[config.mk]
export PLATFORM = sky130hd
export DESIGN_NAME = sd_cmd_tx_flat
export DESIGN_NICKNAME = d
export VERILOG_FILES = /design/src/rtl/sd_cmd_tx_if.sv /design/src/rtl/sd_cmd_tx.sv /design/src/flat_wrapper.sv
export SDC_FILE = /design/constraint.sdc
export NUM_CORES = 1
export LEC_CHECK = 0
export ABC_AREA = 1
export CORE_MARGIN = 2
export CORE_UTILIZATION = 44
export CTS_BUF_LIST = sky130_fd_sc_hd__clkbuf_16
export DETAILED_ROUTE_END_ITERATION = 8
export PLACE_DENSITY = 0.81
export SYNTH_ARGS = -nofsm -noshare
export SYNTH_HDL_FRONTEND = slang
export SYNTH_SLANG_ARGS = --single-unit
export TNS_END_PERCENT = 5
[constraint.sdc]
create_clock -name sd_clk -period 1.4 [get_ports sd_clk]
set_input_delay 0.28 -clock sd_clk [delete_from_list [all_inputs] [get_ports sd_clk]]
set_output_delay 0.28 -clock sd_clk [all_outputs]
set_load 0.05 [all_outputs]
[src/rtl/sd_cmd_tx_if.sv]
// SD command transmitter bus: request side from the host sequencer, pad/status side back.
// Optional crc_inject signal exists only when SD_CMD_TX_CRC_INJECT_EN is defined.
interface sd_cmd_tx_if;
  logic        start;
  logic [5:0]  cmd_index;
  logic [31:0] cmd_arg;
`ifdef SD_CMD_TX_CRC_INJECT_EN
  logic        crc_inject;
`endif
  logic        sd_cmd_out;
  logic        sd_cmd_oe;
  logic        busy;
  logic        done;

`ifdef SD_CMD_TX_CRC_INJECT_EN
  modport master (
    output start, cmd_index, cmd_arg, crc_inject,
    input  sd_cmd_out, sd_cmd_oe, busy, done
  );
  modport slave (
    input  start, cmd_index, cmd_arg, crc_inject,
    output sd_cmd_out, sd_cmd_oe, busy, done
  );
`else
  modport master (
    output start, cmd_index, cmd_arg,
    input  sd_cmd_out, sd_cmd_oe, busy, done
  );
  modport slave (
    input  start, cmd_index, cmd_arg,
    output sd_cmd_out, sd_cmd_oe, busy, done
  );
`endif
endinterface

[src/rtl/sd_cmd_tx.sv]
// SD CMD-line transmitter: shifts out a 48-bit command frame (start, dir, index, arg,
// CRC7, end) MSB first, then releases the line for IDLE_CYCLES before the next command.
// Optional macro SD_CMD_TX_CRC_INJECT_EN adds crc_inject, which flips CRC bit 0.
module sd_cmd_tx #(
  parameter int unsigned IDLE_CYCLES = 8
) (
  input logic         sd_clk,
  input logic         reset,
  sd_cmd_tx_if.slave  bus
);

  typedef enum logic [2:0] {StIdle, StSend, StCrc, StStop, StGap} state_e;

  localparam logic [7:0] GapLast = 8'(IDLE_CYCLES);

  state_e      state_q;
  logic [39:0] shift_q;
  logic [6:0]  crc_q;
  logic [7:0]  cnt_q;
  logic        inject_q;
  logic        out_q;
  logic        oe_q;
  logic        busy_q;
  logic        done_q;

  function automatic logic [6:0] crc7_step(input logic [6:0] crc, input logic b);
    logic fb;
    fb = b ^ crc[6];
    return {crc[5:0], 1'b0} ^ (fb ? 7'h09 : 7'h00);
  endfunction

  // Frame FSM; outputs are registered and hold the value for the bit being driven.
  // The accepting edge already drives the start bit, so SEND covers the remaining 39 bits.
  always_ff @(posedge sd_clk or negedge reset) begin
    if (!reset) begin
      state_q  <= StIdle;
      shift_q  <= '0;
      crc_q    <= '0;
      cnt_q    <= '0;
      inject_q <= 1'b0;
      out_q    <= 1'b1;
      oe_q     <= 1'b0;
      busy_q   <= 1'b0;
      done_q   <= 1'b0;
    end else begin
      done_q <= 1'b0;
      unique case (state_q)
        StIdle: begin
          out_q  <= 1'b1;
          oe_q   <= 1'b0;
          busy_q <= 1'b0;
          if (bus.start) begin
            // Start bit goes out now; remaining bits left-aligned behind it.
            out_q   <= 1'b0;
            oe_q    <= 1'b1;
            busy_q  <= 1'b1;
            shift_q <= {1'b1, bus.cmd_index, bus.cmd_arg, 1'b0};
            crc_q   <= '0;  // CRC of a single 0 bit from a zero seed stays zero
            cnt_q   <= 8'd1;
`ifdef SD_CMD_TX_CRC_INJECT_EN
            inject_q <= bus.crc_inject;
`else
            inject_q <= 1'b0;
`endif
            state_q <= StSend;
          end
        end
        StSend: begin
          out_q   <= shift_q[39];
          shift_q <= {shift_q[38:0], 1'b0};
          if (cnt_q == 8'd39) begin
            crc_q   <= crc7_step(crc_q, shift_q[39]) ^ {6'd0, inject_q};
            cnt_q   <= '0;
            state_q <= StCrc;
          end else begin
            crc_q <= crc7_step(crc_q, shift_q[39]);
            cnt_q <= cnt_q + 8'd1;
          end
        end
        StCrc: begin
          out_q <= crc_q[6];
          crc_q <= {crc_q[5:0], 1'b0};
          if (cnt_q == 8'd6) begin
            cnt_q   <= '0;
            state_q <= StStop;
          end else begin
            cnt_q <= cnt_q + 8'd1;
          end
        end
        StStop: begin
          out_q   <= 1'b1;
          oe_q    <= 1'b1;
          cnt_q   <= '0;
          state_q <= StGap;
        end
        StGap: begin
          // IDLE_CYCLES released cycles, then one more edge that signals completion.
          out_q <= 1'b1;
          oe_q  <= 1'b0;
          if (cnt_q == GapLast) begin
            busy_q  <= 1'b0;
            done_q  <= 1'b1;
            cnt_q   <= '0;
            state_q <= StIdle;
          end else begin
            cnt_q <= cnt_q + 8'd1;
          end
        end
        default: state_q <= StIdle;
      endcase
    end
  end

  assign bus.sd_cmd_out = out_q;
  assign bus.sd_cmd_oe  = oe_q;
  assign bus.busy       = busy_q;
  assign bus.done       = done_q;

endmodule
[src/flat_wrapper.sv]
// flat-port wrapper written by rule: the top's interface ports become plain ports
module sd_cmd_tx_flat 
#(
  parameter int unsigned IDLE_CYCLES = 8
)
  (sd_clk, reset, bus_start, bus_cmd_index, bus_cmd_arg, bus_sd_cmd_out, bus_sd_cmd_oe, bus_busy, bus_done);
  sd_cmd_tx_if bus_i ();
  input logic sd_clk;
  input logic reset;
  input wire logic [$bits(bus_i.start)-1:0] bus_start;
  input wire logic [$bits(bus_i.cmd_index)-1:0] bus_cmd_index;
  input wire logic [$bits(bus_i.cmd_arg)-1:0] bus_cmd_arg;
  output wire logic [$bits(bus_i.sd_cmd_out)-1:0] bus_sd_cmd_out;
  output wire logic [$bits(bus_i.sd_cmd_oe)-1:0] bus_sd_cmd_oe;
  output wire logic [$bits(bus_i.busy)-1:0] bus_busy;
  output wire logic [$bits(bus_i.done)-1:0] bus_done;
  assign bus_i.start = bus_start;
  assign bus_i.cmd_index = bus_cmd_index;
  assign bus_i.cmd_arg = bus_cmd_arg;
  assign bus_sd_cmd_out = bus_i.sd_cmd_out;
  assign bus_sd_cmd_oe = bus_i.sd_cmd_oe;
  assign bus_busy = bus_i.busy;
  assign bus_done = bus_i.done;
  sd_cmd_tx #(.IDLE_CYCLES(IDLE_CYCLES)) u_core (.sd_clk(sd_clk), .reset(reset), .bus(bus_i));
endmodule
### Yosys cells after proc, flatten, opt, wreduce, memory -nomap -nowiden

Cells that the tools add are included.

| word-level totals | value |
|---|---|
| register bits | 62 |
| input bits | 41 |
| output and inout port bits | 4 |
| logic and storage cells | 58 |

| cells by class | value |
|---|---|
| add/subtract/negate cells | 1 |
| equal/unequal tests | 11 |
| mux-type cells | 23 |
| bitwise gates (word level) | 2 |
| reduce and logical (&&, ||, !) cells | 13 |

Operator list:

| cell | number |
|---|---|
| case mux 40 bit (2 select lines) | 1 |
| two-way mux 40 bit | 1 |
| case mux 8 bit (5 select lines) | 1 |
| two-way mux 8 bit | 4 |
| case mux 7 bit (3 select lines) | 1 |
| case mux 3 bit (5 select lines) | 1 |
| two-way mux 3 bit | 4 |
| adder 8 x 1 -> 8 bit (second input constant) | 1 |
| == test 8 x 3 -> 1 bit (second input constant) | 1 |
| == test 8 x 4 -> 1 bit (second input constant) | 1 |
| == test 8 x 6 -> 1 bit (second input constant) | 1 |
| AND reduction 2 bit | 4 |
| two-way mux 7 bit | 1 |
| XOR 7 bit | 1 |
| == test 3 x 2 -> 1 bit (second input constant) | 2 |
| != test 2 x 1 -> 1 bit (second input constant) | 3 |
| nonzero test 3 bit | 2 |
| two-way mux 1 bit | 5 |
| nonzero test 5 bit | 1 |
| two-way mux 4 bit | 1 |
| case mux 1 bit (4 select lines) | 1 |
| AND reduction 4 bit | 1 |
| nonzero test 2 bit | 2 |
| nonzero test 4 bit | 1 |
| other kinds (8) | 8 |

### Logic depth before layout (Yosys ltp)

| depth | value |
|---|---|
| word-level depth | 4 |
| depth in mapped cells | 10 |
| mapped depth without buffers | 10 |

### Worst setup path after synthesis

No wires, ideal clock.

| timing | value |
|---|---|
| path type | reg2reg |
| start point | reg u_core.cnt_q[0] |
| end point | reg u_core.cnt_q[7] |
| library setup time | 0.129 ns |
| data arrival time | 1.272 ns |
| data required time | 1.271 ns |
| setup slack | -0.001 ns |
| stages on the path, launching flop included | 10 |
| clock period less this slack | 1.401 ns |
| cells stage by stage | dfrtp_1 -> inv_1 -> ha_1 -> nand2_1 -> nor2_1 -> nand2_1 -> nand2_1 -> nand2_1 -> nor2_2 -> o21ai_0 |

| on the way | value |
|---|---|
| cells in the longest elaborated chain, start to end | 3 |
| elaborated cells between the ends (all ways) | 8 |
| those cells by class | 1 x add/sub; 3 x eq/ne; 4 x mux |

Ends and longest elaborated chain:

| item | RTL line | RTL |
|---|---|---|
| start: declaration | sd_cmd_tx.sv:19 | `logic [7:0] cnt_q;` |
| start signal: assignment | sd_cmd_tx.sv:77 | `cnt_q <= cnt_q + 8'd1;` |
| start signal: assignment | sd_cmd_tx.sv:87 | `cnt_q <= cnt_q + 8'd1;` |
| start signal: assignment | sd_cmd_tx.sv:106 | `cnt_q <= cnt_q + 8'd1;` |
| adder 8 x 1 -> 8 bit (tied with other cells) | sd_cmd_tx.sv:77, sd_cmd_tx.sv:87, sd_cmd_tx.sv:106 |  |
| two-way mux 8 bit, on equally long branches | sd_cmd_tx.sv:100, sd_cmd_tx.sv:71, sd_cmd_tx.sv:83 |  |
| case mux 8 bit (5 select lines) * | sd_cmd_tx.sv:47 | `unique case (state_q)` |

Every way passes the cells marked *; elsewhere a longest branch is shown, timed or not.
A chain may end at the register's enable or synchronous reset.

### Final worst setup path

| timing | value |
|---|---|
| start point | reg u_core.cnt_q[1] |
| end point | reg u_core.cnt_q[7] |

The elaborated chain is that of the path after synthesis.

==> implementation parameters <==
Parameter                              Value

Layout
  Utilization after layout ... 0.662
  Ant diodes ... 0
  Share of cells above drive strength 1 ... 0.227
  Layout Area Growth over Synthesis ... 45.1%
  Nets ... 476
  Filler-free cell count of the finished design ... 513
  Commonest non-fill, non-tap cell in the layout ... sky130_fd_sc_hd__nor2_1
  Final instance area ... 4200 um2
  Commonest non-fill, non-tap cells in the layout ... sky130_fd_sc_hd__nor2_1, sky130_fd_sc_hd__nand2_1, sky130_fd_sc_hd__dfrtp_1

Placement
  Setup slack after placement ... -123 ps
  Final HPWL DP ... 4830 um
  Placed instance count ... 494
  Number of buffers inserted by port buffering ... 44
  Placed Instance Area ... 3710 um2
  Final Wtd Congestion ... 0.803

Synth
  Sequential element share of the synthesized area ... 0.527
  Top post-synthesis cells by area ... sky130_fd_sc_hd__dfrtp_1, sky130_fd_sc_hd__nor2_1, sky130_fd_sc_hd__nand2_1
  Post-synth net total ... 392
  Synthesis warning total ... 0
  Average instance area after synthesis ... 8.32 um2
  Fraction of synthesized cell area taken by the top area cell type ... 0.518
  Syn Inst Count ... 348
  Mapped cell area ... 2900 um2
  Most area-hungry cell type in the Yosys netlist ... sky130_fd_sc_hd__dfrtp_1
  Number of register bits inferred by synthesis ... 61
  Post-synth cell types ... 27

Clock tree
  Number of levels the H-tree was split into ... 3
  Number of buffers created by CTS ... 9
  Clock tree from TritonCTS ... built
  Clock sink count ... 61
  Clk pin slew, worst setup/hold paths ... 50 ps
  Bufs on Longest Clock Path ... 2
  Root buffer selected by CTS ... sky130_fd_sc_hd__clkbuf_16
  Clock network latency to the later pin of the worst-skew pair ... 330 ps

Flow run
  # Max-Cap Violations ... 0

Drt
  Routed via count divided by cell count ... 5.23
  Number of DRC markers in iteration 0 ... 174
  DRC Markers ... 0
  Per-cell routed wire length ... 13.9 um
  Pre-Repair DR Iteration Count ... 5
  Number of vias in the routed layout ... 2,683
  Number of nets still failing antenna checks after routing ... 0
  Final WL ... 7150 um

Die
  I/O pin cnt ... 45
  Area of the die ... 7250 um2
  Die width ... 85.1 um
  Starting density of the core ... 0.456
  Core box area ... 6350 um2
  Rows ... 29
  Die outline height ... 85.1 um

Outcome
  Violated checks ... negative setup slack
  Status ... finished with violations

Worst setup path
  WS Path Type ... flip-flop to flip-flop
  Reg2reg path depth ... 9
  Worst path arrival time ... 1670 ps
  Worst-path maximum fanout ... 5
  Critical Path Start Type ... flip-flop
  Element type at the critical path end ... flip-flop
  Worst EP required ... 1600 ps

Timing
  Worst Skew ... 6.39 ps
  Post-layout minimum cycle time ... 1480 ps
  Fin Hold WS ... 471 ps
  Pins over their slew limit ... 0
  Worst Tran Pin Value ... 401 ps
  Worst slew margin ... 0.733
  RSZ-0062 raised after global routing ... true
  Final-layout setup total negative slack ... -437 ps
  Post-route worst setup slack ... -76.8 ps
  Total of endpoints with negative setup slack in the final report ... 12
  Final-report hold violation count ... 0
  Highest clock rate ... 677 MHz
  Final period utilization ... 1.05

Pwr
  Leak ... 1.91 nW
  Total power draw ... 10.1 mW
  Power Dens Cells ... 2410 nW/um2
  VDD IR max ... 1.33 mV

Global route
  Pin count of the biggest net entering global routing ... 33
  Residual overflow from global routing ... 0
  Number of global-route vias before repair ... 2,687
  Antenna violations before repair ... 0
  GRT Total Usage ... 0.207
  Global-route wire length before repair ... 12,000 um

Worst hold path
  Path category of the worst min-delay check ... flip-flop to flip-flop
  WHS Path Cells ... 2
## synth_stat cells
cell type and number:
sky130_fd_sc_hd__nor2_1 75, sky130_fd_sc_hd__nand2_1 70, sky130_fd_sc_hd__dfrtp_1 60, sky130_fd_sc_hd__inv_1 27
sky130_fd_sc_hd__o22ai_1 26, sky130_fd_sc_hd__nand3_1 18, sky130_fd_sc_hd__o21ai_0 14, sky130_fd_sc_hd__a31oi_1 13
sky130_fd_sc_hd__buf_2 7, sky130_fd_sc_hd__inv_2 5, sky130_fd_sc_hd__a21oi_1 4, sky130_fd_sc_hd__buf_4 4
sky130_fd_sc_hd__nand4_1 4, sky130_fd_sc_hd__ha_1 3, sky130_fd_sc_hd__xor2_1 3, sky130_fd_sc_hd__nand2_2 2
sky130_fd_sc_hd__nand2_4 2, sky130_fd_sc_hd__o21ai_1 2, sky130_fd_sc_hd__a31o_2 1, sky130_fd_sc_hd__a41oi_1 1
sky130_fd_sc_hd__buf_6 1, sky130_fd_sc_hd__dfstp_2 1, sky130_fd_sc_hd__nand3_2 1, sky130_fd_sc_hd__nand3_4 1
sky130_fd_sc_hd__nand3b_1 1, sky130_fd_sc_hd__nor2_2 1, sky130_fd_sc_hd__nor2_4 1
## kinds of logic (layout without fill, tap and decap cells)
kind of cell,Yosys count,count (layout),share of synthesized area
flip-flops,61,61,0.527
buffers and inverters,44,132,0.0678
adder cells (fa/ha/maj),3,3,0.0130
AND/OR/NAND/NOR,176,176,0.258
AO/OA/AOI/OAI,61,61,0.125
XOR/XNOR,3,3,0.00907
## per-layer routing
metal | vias up | global-route usage | wire length, um
li1 | 1311 | - | -
met1 | 1284 | 0.259 | 3020
met2 | 74 | 0.354 | 3640
met3 | 14 | 0.0428 | 343
met4 | 0 | 0.0750 | 136
met5 | - | 0 | 0
## critical path, stage by stage, from the launching register on
cell and delay [ps]:
sky130_fd_sc_hd__dfrtp_2 450, sky130_fd_sc_hd__inv_2 100, sky130_fd_sc_hd__ha_4 140, sky130_fd_sc_hd__nand2_4 50
sky130_fd_sc_hd__nor2_4 130, sky130_fd_sc_hd__nand2_4 70, sky130_fd_sc_hd__nand2_4 70, sky130_fd_sc_hd__nand2_4 60
sky130_fd_sc_hd__nor2_4 170, sky130_fd_sc_hd__o21ai_0 110
## final cells by class
type,count,area [um2]
Clock buffer,9,225
Fill cell,477,2150
Inverter,32,123
Timing Repair Buffer,85,831
Sequential cell,61,1530
Multi-Input combinational cell,243,1290
Tap cell,77,96.3
Clock inverter,6,104
## flip-flops by register name, indices dropped and copies added (netlist names)
name	count
u_core.bus.sd_cmd_oe	1
u_core.bus.sd_cmd_out	1
u_core.state_q	3
u_core.cnt_q	8
u_core.shift_q	39
u_core.crc_q	7
u_core.bus.done	1
u_core.bus.busy	1
## power by group
group | internal, mW | switching, mW | leakage (nW)
Sequential | 2.58 | 0.518 | 0.711
Clock | 1.71 | 0.751 | 0.166
Combinational | 1.98 | 2.59 | 1.03
## final timing paths
check                                         startpoint                                 to  slack (ps)
max                          u_core.cnt_q[1]$_DFFE_PN0P_        u_core.cnt_q[7]$_DFFE_PN0P_         -80
min                        u_core.shift_q[1]$_DFFE_PN0P_      u_core.shift_q[1]$_DFFE_PN0P_         470
max reg2reg                  u_core.cnt_q[1]$_DFFE_PN0P_        u_core.cnt_q[7]$_DFFE_PN0P_         -80
min reg2reg                u_core.shift_q[1]$_DFFE_PN0P_      u_core.shift_q[1]$_DFFE_PN0P_         470
max in group asynchronous                          reset  u_core.bus.sd_cmd_out$_DFFE_PN1P_         530
min in group asynchronous                          reset     u_core.shift_q[35]$_DFFE_PN0P_         520
## timing repair
item / 4_1_cts / 5_1_grt
hold buffers: 1 / 0
gates resized for setup: 11 / 30
buffers inserted: 0 / 3
pin swaps: 2 / 32
hold endpoints to repair: 32 / 0
endpoints found under the setup margin: 20 / 53
No activity file was read; power rests on OpenSTA's default activity.
